**src/rtl/wm_pkg.sv**
```systemverilog
// rtl/wm_pkg.sv - shared types and constants for the washing-machine balance keeper
package wm_pkg;

  // Saturation ceiling of the customer balance, BCD.
  localparam logic [11:0] BAL_MAX = 12'h999;

  // One BCD digit.
  typedef logic [3:0] bcd_digit_t;

  // Coin values as 3-digit BCD operands.
  localparam logic [11:0] COIN_VAL_1  = 12'h001;
  localparam logic [11:0] COIN_VAL_5  = 12'h005;
  localparam logic [11:0] COIN_VAL_10 = 12'h010;

  // Charge handling FSM.
  typedef enum logic [1:0] {
    IDLE     = 2'd0,
    CMP      = 2'd1,
    RESP     = 2'd2,
    WAIT_REL = 2'd3
  } state_t;

endpackage

```
**src/rtl/balance_ctrl_if.sv**
```systemverilog
// rtl/balance_ctrl_if.sv - billing-side bus of the balance keeper
// master: billing (drives charge_req/price, reads balance and pulses)
// slave : balance_ctrl
//   charge_req   level request, price must stay stable while high
//   price        BCD price, 3 nibbles
//   bal          current balance, BCD, registered
//   charge_ack   1-cycle pulse, deduction done
//   charge_nak   1-cycle pulse, insufficient funds or invalid price
//   refund_pulse 1-cycle pulse, balance cleared
interface balance_ctrl_if;
  logic        charge_req;
  logic [11:0] price;
  logic [11:0] bal;
  logic        charge_ack;
  logic        charge_nak;
  logic        refund_pulse;

  modport master (
    output charge_req, price,
    input  bal, charge_ack, charge_nak, refund_pulse
  );

  modport slave (
    input  charge_req, price,
    output bal, charge_ack, charge_nak, refund_pulse
  );
endinterface

```
**src/rtl/debounce.sv**
```systemverilog
// rtl/debounce.sv - button debouncer with rising-edge pulse
// Ports:
//   clk   system clock
//   rst   asynchronous active-low reset
//   din   raw button level
//   pulse 1-cycle pulse on a debounced rising edge
// Latency from a stable raw edge to pulse is DB_CYCLES+2 cycles:
// two synchronizer flops, then DB_CYCLES cycles of disagreement with
// the accepted level before the new level is taken.
module debounce #(
  parameter int DB_CYCLES = 2_000_000
) (
  input  logic clk,
  input  logic rst,
  input  logic din,
  output logic pulse
);

  localparam int CW = $clog2(DB_CYCLES + 1);

  logic          sync1;
  logic          sync2;
  logic          level;
  logic [CW-1:0] cnt;

  always_ff @(posedge clk or negedge rst) begin
    if (!rst) begin
      sync1 <= 1'b0;
      sync2 <= 1'b0;
      level <= 1'b0;
      cnt   <= '0;
      pulse <= 1'b0;
    end else begin
      sync1 <= din;
      sync2 <= sync1;
      pulse <= 1'b0;
      if (sync2 == level) begin
        // Any bounce back to the accepted level restarts the count.
        cnt <= '0;
      end else if (cnt == CW'(DB_CYCLES - 1)) begin
        cnt   <= '0;
        level <= sync2;
        pulse <= sync2;   // only the rising edge produces a pulse
      end else begin
        cnt <= cnt + CW'(1);
      end
    end
  end

endmodule

```
**src/rtl/balance_ctrl.sv**
```systemverilog
// rtl/balance_ctrl.sv - customer balance keeper: coins, charge, refund
// Ports:
//   clk    system clock
//   rst    asynchronous active-low reset
//   coin   raw coin buttons: bit0 +1, bit1 +5, bit2 +10
//   refund raw refund button
//   bus    billing bus (charge_req, price, bal, charge_ack, charge_nak, refund_pulse)
module balance_ctrl #(
  parameter int          DB_CYCLES = 2_000_000,
  parameter logic [11:0] BAL_MAX   = wm_pkg::BAL_MAX
) (
  input  logic           clk,
  input  logic           rst,
  input  logic [2:0]     coin,
  input  logic           refund,
  balance_ctrl_if.slave  bus
);

  import wm_pkg::*;

  // Per-digit BCD add; bit 12 is the carry out of the hundreds digit.
  function automatic logic [12:0] bcd_add(input logic [11:0] a, input logic [11:0] b);
    logic [4:0]  s;
    logic        c;
    logic [11:0] r;
    c = 1'b0;
    r = '0;
    for (int i = 0; i < 3; i++) begin
      s = {1'b0, bcd_digit_t'(a[i*4 +: 4])} + {1'b0, bcd_digit_t'(b[i*4 +: 4])} + {4'd0, c};
      if (s > 5'd9) s = s + 5'd6;
      r[i*4 +: 4] = s[3:0];
      c           = s[4];
    end
    return {c, r};
  endfunction

  // Per-digit BCD subtract with borrow; caller guarantees a >= b.
  function automatic logic [11:0] bcd_sub(input logic [11:0] a, input logic [11:0] b);
    logic [4:0]  d;
    logic        br;
    logic [11:0] r;
    br = 1'b0;
    r  = '0;
    for (int i = 0; i < 3; i++) begin
      d  = {1'b0, bcd_digit_t'(a[i*4 +: 4])} - {1'b0, bcd_digit_t'(b[i*4 +: 4])} - {4'd0, br};
      br = d[4];
      if (br) d = d + 5'd10;
      r[i*4 +: 4] = d[3:0];
    end
    return r;
  endfunction

  function automatic logic bcd_valid(input logic [11:0] v);
    return (v[3:0] <= 4'd9) && (v[7:4] <= 4'd9) && (v[11:8] <= 4'd9);
  endfunction

  // Debounced button pulses.
  logic [2:0] coin_p;
  logic       refund_p;

  for (genvar g = 0; g < 3; g++) begin : g_coin_db
    debounce #(.DB_CYCLES(DB_CYCLES)) u_db (
      .clk   (clk),
      .rst   (rst),
      .din   (coin[g]),
      .pulse (coin_p[g])
    );
  end

  debounce #(.DB_CYCLES(DB_CYCLES)) u_db_refund (
    .clk   (clk),
    .rst   (rst),
    .din   (refund),
    .pulse (refund_p)
  );

  state_t      state, state_nxt;
  logic [11:0] bal_q, bal_nxt;
  logic [11:0] price_q, price_nxt;
  logic [11:0] diff_q, diff_nxt;
  logic        ok_q, ok_nxt;
  logic [2:0]  pend_q, pend_nxt;
  logic        refund_q, refund_nxt;
  logic        ack_q, ack_nxt;
  logic        nak_q, nak_nxt;
  logic        rp_q, rp_nxt;

  // This cycle's pulses count as pending at once, so a coin lands one
  // cycle after its pulse and nothing arriving during a charge is lost.
  logic [2:0]  pend_eff;
  logic        refund_eff;
  logic [2:0]  coin_sel;
  logic [11:0] coin_val;
  logic [12:0] coin_sum;
  logic [11:0] coin_bal;

  assign pend_eff   = pend_q | coin_p;
  assign refund_eff = refund_q | refund_p;

  // Highest-value pending coin wins.
  always_comb begin
    coin_sel = 3'b000;
    coin_val = 12'h000;
    if (pend_eff[2]) begin
      coin_sel = 3'b100;
      coin_val = COIN_VAL_10;
    end else if (pend_eff[1]) begin
      coin_sel = 3'b010;
      coin_val = COIN_VAL_5;
    end else if (pend_eff[0]) begin
      coin_sel = 3'b001;
      coin_val = COIN_VAL_1;
    end
  end

  // Valid BCD values compare correctly as plain binary.
  assign coin_sum = bcd_add(bal_q, coin_val);
  assign coin_bal = (coin_sum[12] || (coin_sum[11:0] > BAL_MAX)) ? BAL_MAX : coin_sum[11:0];

  always_comb begin
    state_nxt  = state;
    bal_nxt    = bal_q;
    price_nxt  = price_q;
    diff_nxt   = diff_q;
    ok_nxt     = ok_q;
    pend_nxt   = pend_eff;
    refund_nxt = refund_eff;
    ack_nxt    = 1'b0;
    nak_nxt    = 1'b0;
    rp_nxt     = 1'b0;
    case (state)
      IDLE: begin
        if (bus.charge_req) begin
          price_nxt = bus.price;
          state_nxt = CMP;
        end else if (refund_eff) begin
          bal_nxt    = 12'h000;
          rp_nxt     = 1'b1;
          refund_nxt = 1'b0;
        end else if (|pend_eff) begin
          bal_nxt  = coin_bal;
          pend_nxt = pend_eff & ~coin_sel;
        end
      end
      CMP: begin
        ok_nxt    = bcd_valid(price_q) && (bal_q >= price_q);
        diff_nxt  = bcd_sub(bal_q, price_q);
        state_nxt = RESP;
      end
      RESP: begin
        if (ok_q) begin
          bal_nxt = diff_q;
          ack_nxt = 1'b1;
        end else begin
          nak_nxt = 1'b1;
        end
        state_nxt = WAIT_REL;
      end
      WAIT_REL: begin
        if (!bus.charge_req) state_nxt = IDLE;
      end
      default: state_nxt = IDLE;
    endcase
  end

  always_ff @(posedge clk or negedge rst) begin
    if (!rst) state <= IDLE;
    else      state <= state_nxt;
  end

  always_ff @(posedge clk or negedge rst) begin
    if (!rst) begin
      bal_q    <= 12'h000;
      price_q  <= 12'h000;
      diff_q   <= 12'h000;
      ok_q     <= 1'b0;
      pend_q   <= 3'b000;
      refund_q <= 1'b0;
      ack_q    <= 1'b0;
      nak_q    <= 1'b0;
      rp_q     <= 1'b0;
    end else begin
      bal_q    <= bal_nxt;
      price_q  <= price_nxt;
      diff_q   <= diff_nxt;
      ok_q     <= ok_nxt;
      pend_q   <= pend_nxt;
      refund_q <= refund_nxt;
      ack_q    <= ack_nxt;
      nak_q    <= nak_nxt;
      rp_q     <= rp_nxt;
    end
  end

  assign bus.bal          = bal_q;
  assign bus.charge_ack   = ack_q;
  assign bus.charge_nak   = nak_q;
  assign bus.refund_pulse = rp_q;

endmodule

```
**src/flat_wrapper.sv**
```systemverilog
// flat-port wrapper written by rule: the top's interface ports become plain ports
module balance_ctrl_flat import wm_pkg::*;
#(
  parameter int          DB_CYCLES = 2_000_000,
  parameter logic [11:0] BAL_MAX   = wm_pkg::BAL_MAX
)
  (clk, rst, coin, refund, bus_charge_req, bus_price, bus_bal, bus_charge_ack, bus_charge_nak, bus_refund_pulse);
  balance_ctrl_if bus_i ();
  input  logic clk;
  input  logic rst;
  input  logic [2:0] coin;
  input  logic refund;
  input wire logic [$bits(bus_i.charge_req)-1:0] bus_charge_req;
  input wire logic [$bits(bus_i.price)-1:0] bus_price;
  output wire logic [$bits(bus_i.bal)-1:0] bus_bal;
  output wire logic [$bits(bus_i.charge_ack)-1:0] bus_charge_ack;
  output wire logic [$bits(bus_i.charge_nak)-1:0] bus_charge_nak;
  output wire logic [$bits(bus_i.refund_pulse)-1:0] bus_refund_pulse;
  assign bus_i.charge_req = bus_charge_req;
  assign bus_i.price = bus_price;
  assign bus_bal = bus_i.bal;
  assign bus_charge_ack = bus_i.charge_ack;
  assign bus_charge_nak = bus_i.charge_nak;
  assign bus_refund_pulse = bus_i.refund_pulse;
  balance_ctrl #(.DB_CYCLES(DB_CYCLES), .BAL_MAX(BAL_MAX)) u_core (.clk(clk), .rst(rst), .coin(coin), .refund(refund), .bus(bus_i));
endmodule
```
**config.mk**
```make
export PLATFORM = sky130hd
export DESIGN_NAME = balance_ctrl_flat
export DESIGN_NICKNAME = d
export VERILOG_FILES = /design/src/rtl/wm_pkg.sv /design/src/rtl/balance_ctrl_if.sv /design/src/rtl/debounce.sv /design/src/rtl/balance_ctrl.sv /design/src/flat_wrapper.sv
export SDC_FILE = /design/constraint.sdc
export NUM_CORES = 1
export LEC_CHECK = 0
export CAP_MARGIN = 20
export CORE_MARGIN = 2
export CORE_UTILIZATION = 56
export CTS_BUF_LIST = sky130_fd_sc_hd__clkbuf_16
export DETAILED_ROUTE_END_ITERATION = 6
export GPL_TIMING_DRIVEN = 0
export PLACE_DENSITY = 0.83
export SETUP_SLACK_MARGIN = 0.2
export SYNTH_ARGS = -nofsm -noshare
export SYNTH_HDL_FRONTEND = slang
export SYNTH_HIERARCHICAL = 1
export SYNTH_SLANG_ARGS = --single-unit
export TNS_END_PERCENT = 5
```
**constraint.sdc**
```tcl
create_clock -name clk -period 5.3 [get_ports clk]
set_input_delay 1.06 -clock clk [delete_from_list [all_inputs] [get_ports clk]]
set_output_delay 1.06 -clock clk [all_outputs]
set_load 0.02 [all_outputs]
```
==> After elaboration in Yosys (flattened, before gate mapping) <==
Cells that the tools add are included.
Widths: inputs -> output; s select.
{ "classes": {"add_sub_neg": 20, "magnitude_cmp": 8, "eq_ne": 16, "n_mux": 50, "bitwise_logic": 8, "n_reduce_logical": 14} }
{ "op_table": {"columns": ["op", "count"], "rows": [
  ["$mux 21", 8],
  ["$add 21x1->21 const B", 4],
  ["$eq 21x21->1 const B", 4],
  ["$mux 12", 7],
  ["$pmux 12 s2", 1],
  ["$mux 1", 19],
  ["$mux 3", 6],
  ["$add 4x4->5", 3],
  ["$add 5x3->5 const B", 3],
  ["$gt 5x4->1 const B", 3],
  ["$mux 5", 3],
  ["$sub 4x4->5", 3],
  ["$add 4x4->4 const B", 3],
  ["$ge 12x12->1", 1],
  ["$gt 12x12->1 const B", 1],
  ["$le 4x4->1 const B", 3],
  ["$mux 4", 3],
  ["$reduce_and 2->1", 6],
  ["$add 5x1->5", 2],
  ["$sub 5x1->5", 2],
  ["$pmux 2 s4", 1],
  ["$ne 2x2->1 const B", 3],
  ["$eq 1x1->1", 4],
  ["$eq 2x2->1 const B", 2],
  ["15 further kinds", 21]
]} }
{ "word_totals": {"reg_bits": 146, "inputBits": 19, "output_inout_bits": 15} }

==> Depth between registers and ports, before layout <==
{ "depth": {"depth_word": 20, "mapped_depth": 25, "ltp_nobuf": 23} }

==> Hierarchy <==
The synthesis kept the hierarchy.
{ "modules_own_cells": {"columns": ["module", "instances", "cells_each", "area_per_inst_um2", "seq_area_each_um2"], "rows": [
  ["debounce (u_core.g_coin_db[1].u_db ...)", 3, 120, 1211.2, 625.6],
  ["balance_ctrl", 1, 396, 3607.2, 1151.1],
  ["debounce (u_core.g_coin_db[0].u_db)", 1, 120, 1260.0, 625.6]
]} }

==> Least setup slack after synthesis <==
OpenSTA, ideal clock, no wires.
{ "synth_timing": {"kind": "reg-to-reg", "start": "reg u_core.g_coin_db[1].u_db.pulse", "end": "reg u_core.bal_q[3], in the netlist u_core/bus.bal[3]", "arrival_time_ns": 5.151, "required_ns": 5.223, "setup_slack_ns": 0.071, "path_stages_with_launch": 24, "period_less_slack_ns": 5.229, "cell_sequence": "dfrtp_1 -> nor4_1 -> nor2_1 -> ha_1 -> ha_1 -> xnor2_1 -> ha_1 -> nor2_1 -> o2bb2ai_1 -> fa_1 -> ha_1 -> clkbuf_1 -> and2b_1 -> o21ai_0 -> o221ai_1 -> ha_1 -> ha_1 -> buf_2 -> nand2b_1 -> o32a_1 -> o31ai_1 -> nand4_1 -> or3_1 -> a21oi_1"} }
{ "synth_via": {"elab_chain_len": 19} }
{ "synth_lines": {"columns": ["element", "line", "rtl"], "rows": [
  ["start, declared", "debounce.sv:16", "output logic pulse"],
  ["start signal, assigned", "debounce.sv:43", "pulse <= sync2;"],
  ["$or 3x3->3 (*)", "balance_ctrl.sv:97", "assign pend_eff = pend_q | coin_p;"],
  ["$mux 12", "balance_ctrl.sv:107", "end else if (pend_eff[1]) begin"],
  ["$mux 12", "balance_ctrl.sv:104", "if (pend_eff[2]) begin"],
  ["$add 4x4->5", "balance_ctrl.sv:29", "s = {1'b0, bcd_digit_t'(a[i*4 +: 4])} + {1'b0, bcd_digit_t'(b[i*4 +: 4])} + {4'd0, c};"],
  ["$add 5x3->5 or $gt 5x4->1 (tied branches)", "balance_ctrl.sv:30", "if (s > 5'd9) s = s + 5'd6;"],
  ["$mux 5", "balance_ctrl.sv:30", null],
  ["$add 5x1->5", "balance_ctrl.sv:29", null],
  ["$add 5x3->5 or $gt 5x4->1 (tied branches)", "balance_ctrl.sv:30", null],
  ["[3 not listed]", null, null],
  ["$mux 5", "balance_ctrl.sv:30", null],
  ["$gt 12x12->1", "balance_ctrl.sv:118", "assign coin_bal = (coin_sum[12] || (coin_sum[11:0] > BAL_MAX)) ? BAL_MAX : coin_sum[11:0];"],
  ["$logic_or 1x1->1", "balance_ctrl.sv:118", null],
  ["$mux 12", "balance_ctrl.sv:118", null],
  ["$mux 12", "balance_ctrl.sv:140", "end else if (|pend_eff) begin"],
  ["$mux 12", "balance_ctrl.sv:136", "end else if (refund_eff) begin"],
  ["$mux 12", "balance_ctrl.sv:133", "if (bus.charge_req) begin"],
  ["$pmux 12 s2", "balance_ctrl.sv:131", "case (state)"],
  ["end signal, assigned", "balance_ctrl.sv:183", "bal_q <= bal_nxt;"],
  ["end, declared", "balance_ctrl.sv:78", "logic [11:0] bal_q, bal_nxt;"]
]} }
Mark *: on every way between the ends. The rest lies on a longest branch, timed or not. The select of a mux whose other input is x is not followed.
A chain may end at the register's enable or synchronous reset.

==> Worst setup path in the final report <==
{ "layout_timing": {"start": "reg u_core.g_coin_db[1].u_db.pulse", "end": "reg u_core.bal_q[0], in the netlist u_core/bus.bal[0]"} }
Same word-level chain as after synthesis.

==> flow_summary.toml <==
[worst_setup_path]
reg2reg_depth = 23
cp_top_family = "simple AND/OR/NAND/NOR gates"
cp-startpoint = "u_core/g_coin_db[1].u_db/pulse"
cp-end-kind = "register"
crit_required_ns = 5.65
worstPathArrival_ns = 5.43
path_common_cell = "ha_4"
startpoint_type = "register"
critPathBufInv = 2
worst_path_max_delay_cell = "dfrtp_1"
worst-setup-path-type = "register to register"
critPathMaxStageDelay_ns = 0.43
cp.depth = 23
r2r_start = "u_core/g_coin_db[1].u_db/pulse"
path_cells = "nor4_4 -> nor2_2 -> ha_4 -> ha_4 -> xnor2_4 -> and2_4 -> nor2_2 -> o2bb2ai_2 -> fa_2 -> ha_4 -> buf_8 -> and2b_2 -> o21ai_2 -> o221ai_2 -> ha_2 -> ha_4 -> buf_6 -> nand2b_4 -> o32a_1 -> o31ai_4 -> nand4_1 -> or3_4 -> a21oi_2"
critPathMaxFanout = 7

[synthesis]
syn_avg_cell_area_um2 = 9.70
synth_edf_count = 0
synth_top_family_by_area = "simple AND/OR/NAND/NOR gates"
synth_xor_area_frac = 0.0709
yosysWarnings = 6
postSynth.asyncResetShare = 1.00
synthCells = 876
synth_compound_gate_area_share = 0.129
yosysSeqAreaShare = 0.430
ys_seq_elements = 146
synthDistinctLibCells = 77
syn_nets = 944
synth.cell_area_um2 = 8500
yosys.area_share.simple = 0.214
yosys_most_used_dff = "dfrtp_1"
synthMuxAreaShare = 0.0399
synth_fa_ha_area_frac = 0.0774

[route]
drtIter0Drc = 529
vias = 6750
route.detailed.drc = 0
via_per_inst = 5.91
wl_per_cell_um = 16.0
firstDrtPassIters = 5
ant_nets = 0
drt_wl_total_um = 18200

[cts]
clk_pin_slew_ns = 0.06
cts_tree = "yes"
clk_path_buf_depth = 2
holdBufCountCts = 0
htreeDepth = 4
cts_buffers = 17
clock_sinks = 146
clk_latency_ns = 0.42
cts_root_buffer = "clkbuf_16"

[global_routing]
use_met1 = 0.312
grt_pass1_wl_um = 31200
grt_max_degree = 79
busiest_layer = "met2"
overflow = 0
grt_pass1_vias = 6626
grtUsageMet2 = 0.398
antenna_found_initial = 0
track_usage = 0.238
grt_util_met3 = 0.0415

[timing]
hold_violations = 0
holdWs_ns = 0.347
tightest_slew_ns = 0.660
fmax_mhz = 197
maxSlewViolCount = 0
slew-limit-headroom = 0.560
finalSetupViolCount = 0
min_period_ns = 5.09
period_share = 0.960
finClkSkew_ns = 0.00868
fin_tns_setup_ns = 0
rsz0062_at_grt = "true"

[pwr]
p_leak_nw = 4.15
p_clk_frac = 0.214
switchingPower_mw = 2.04
p_int_mw = 3.25
p_seq_frac = 0.277
power.total_mw = 5.30
ir_drop_mv = 0.295
powerDensity_nw_per_um2 = 529
switching_share = 0.386
pwr-share-comb = 0.509

[hold_path]
worstHoldPathCells = 0
hold_class = "register to register"
min_from = "u_core/g_coin_db[1].u_db/sync1"

[floorplan]
initial_core_util = 0.565
core_area_um2 = 15000
die_w_um = 127
dieArea_um2 = 16200
rows = 45
die_y_um = 127
ios = 34

[layout]
postLayoutCellArea_um2 = 10000
fin_util = 0.666
drive_gt1_frac = 0.153
nNetsFinal = 1012
fill_cells = 1121
syn_to_final_growth_pct = 17.8
antennaDiodeCount = 0

[placed_design]
port-buffer-count = 33
gp_congestion = 0.875
place_area_um2 = 9110
dp_hpwl_um = 12100

[status]
status = "finished clean"

[job]
drv_cap = 0
[timing repair]
item,4_1_cts,5_1_grt
pin swaps,10,16
endpoints found under the setup margin,13,15
setup buffers,7,9
gates resized for setup,28,22
[flip-flops by register name, summed over array words and instances (netlist names), 3 cells and up]
register / cells
u_core/bus.bal: 12
u_core/g_coin_db.u_db/pulse: 3
u_core/g_coin_db.u_db/sync2: 3
u_core/diff_q: 12
u_core/price_q: 12
u_core/pend_q: 3
u_core/g_coin_db.u_db/level: 3
u_core/g_coin_db.u_db/cnt: 63
u_core/g_coin_db.u_db/sync1: 3
u_core/u_db_refund/cnt: 21
[Yosys cell counts (all sizes together), types with 11 or more instances]
cell	count	area, µm²
a21oi	65	325
nor3	11	60.1
or3	15	93.8
inv	52	195
o31ai	30	267
nor2	95	357
mux2	28	319
dfrtp	146	3650
ha	43	538
nand4	23	150
o21ai	36	180
clkbuf	14	52.6
or4	23	176
nand3	35	190
xor2	27	236
nor4	13	87.6
xnor2	41	367
nand2	60	225
buf	16	86.3
[worst paths after layout]
check	to	slack [ns]
worst max-delay path	u_core/bus.bal[0]	0.21
worst min-delay path	u_core/g_coin_db[1].u_db/sync2	0.35
worst max register to register	u_core/bus.bal[0]	0.21
worst min register to register	u_core/g_coin_db[1].u_db/sync2	0.35
max in group asynchronous	u_core/g_coin_db[2].u_db/cnt[16]	3.85
min in group asynchronous	u_core/g_coin_db[1].u_db/cnt[19]	0.64
[metrics by stage]
stage,setup WS (ns),instances
final,0.214,1143
after CTS,0.123,1135
after floorplan,0.238,876
after global routing,0.0629,1143
after detailed placement,-0.513,1098
after global placement,-2.64,1097
[cells in the final DEF (no fill, tap or decap), types with 13 or more instances in the layout]
cell type        count
mux2_2              26
dfrtp_1            145
inv_1               52
o21ai_0             35
nand4_1             22
clkbuf_16           17
nand3_1             32
buf_4               19
clkbuf_1            13
or4_1               22
a21oi_1             60
o31ai_1             26
clkdlybuf4s50_1     32
xor2_1              27
nand2_1             60
xnor2_1             36
or3_1               14
nor2_1              90
ha_1                36
[power groups by stage]
stage	Combinational [mW]	Clock [mW]	Sequential, mW
2_1_floorplan	1.80	0	1.47
3_3_place_gp	2.27	0	1.47
3_5_place_dp	2.36	0	1.47
4_1_cts	2.51	1.16	1.46
5_1_grt	2.99	1.20	1.49
6_report	2.70	1.13	1.47
[area by class of cell]
| class | instances | area [µm²] | area share |
|---|---|---|---|
| Multi-Input combinational cell | 648 | 4750 | 0.474 |
| Inverter | 52 | 195 | 0.0195 |
| Timing Repair Buffer | 50 | 479 | 0.0479 |
| Buffer | 29 | 153 | 0.0152 |
| Tap cell | 188 | 235 | 0.0235 |
| Clock buffer | 17 | 425 | 0.0425 |
| Sequential cell | 146 | 3650 | 0.365 |
| Clock inverter | 13 | 124 | 0.0124 |
[routing by layer]
metal	wire length, µm	share of wire	vias to the layer above
li1	-	-	3278
met1	8090	0.44	3281
met2	9110	0.50	156
met3	681	0.037	35
met4	371	0.020	0
met5	0	0	-
[kinds of logic after synthesis]
| kind of cell | count (synthesis) |
|---|---|
| buffers and inverters | 82 |
| AO/OA/AOI/OAI | 165 |
| adder cells (fa/ha/maj) | 49 |
| multiplexers | 30 |
| AND/OR/NAND/NOR | 336 |
| XOR/XNOR | 68 |
| flip-flops | 146 |
Power figures use the tool's default switching activity.
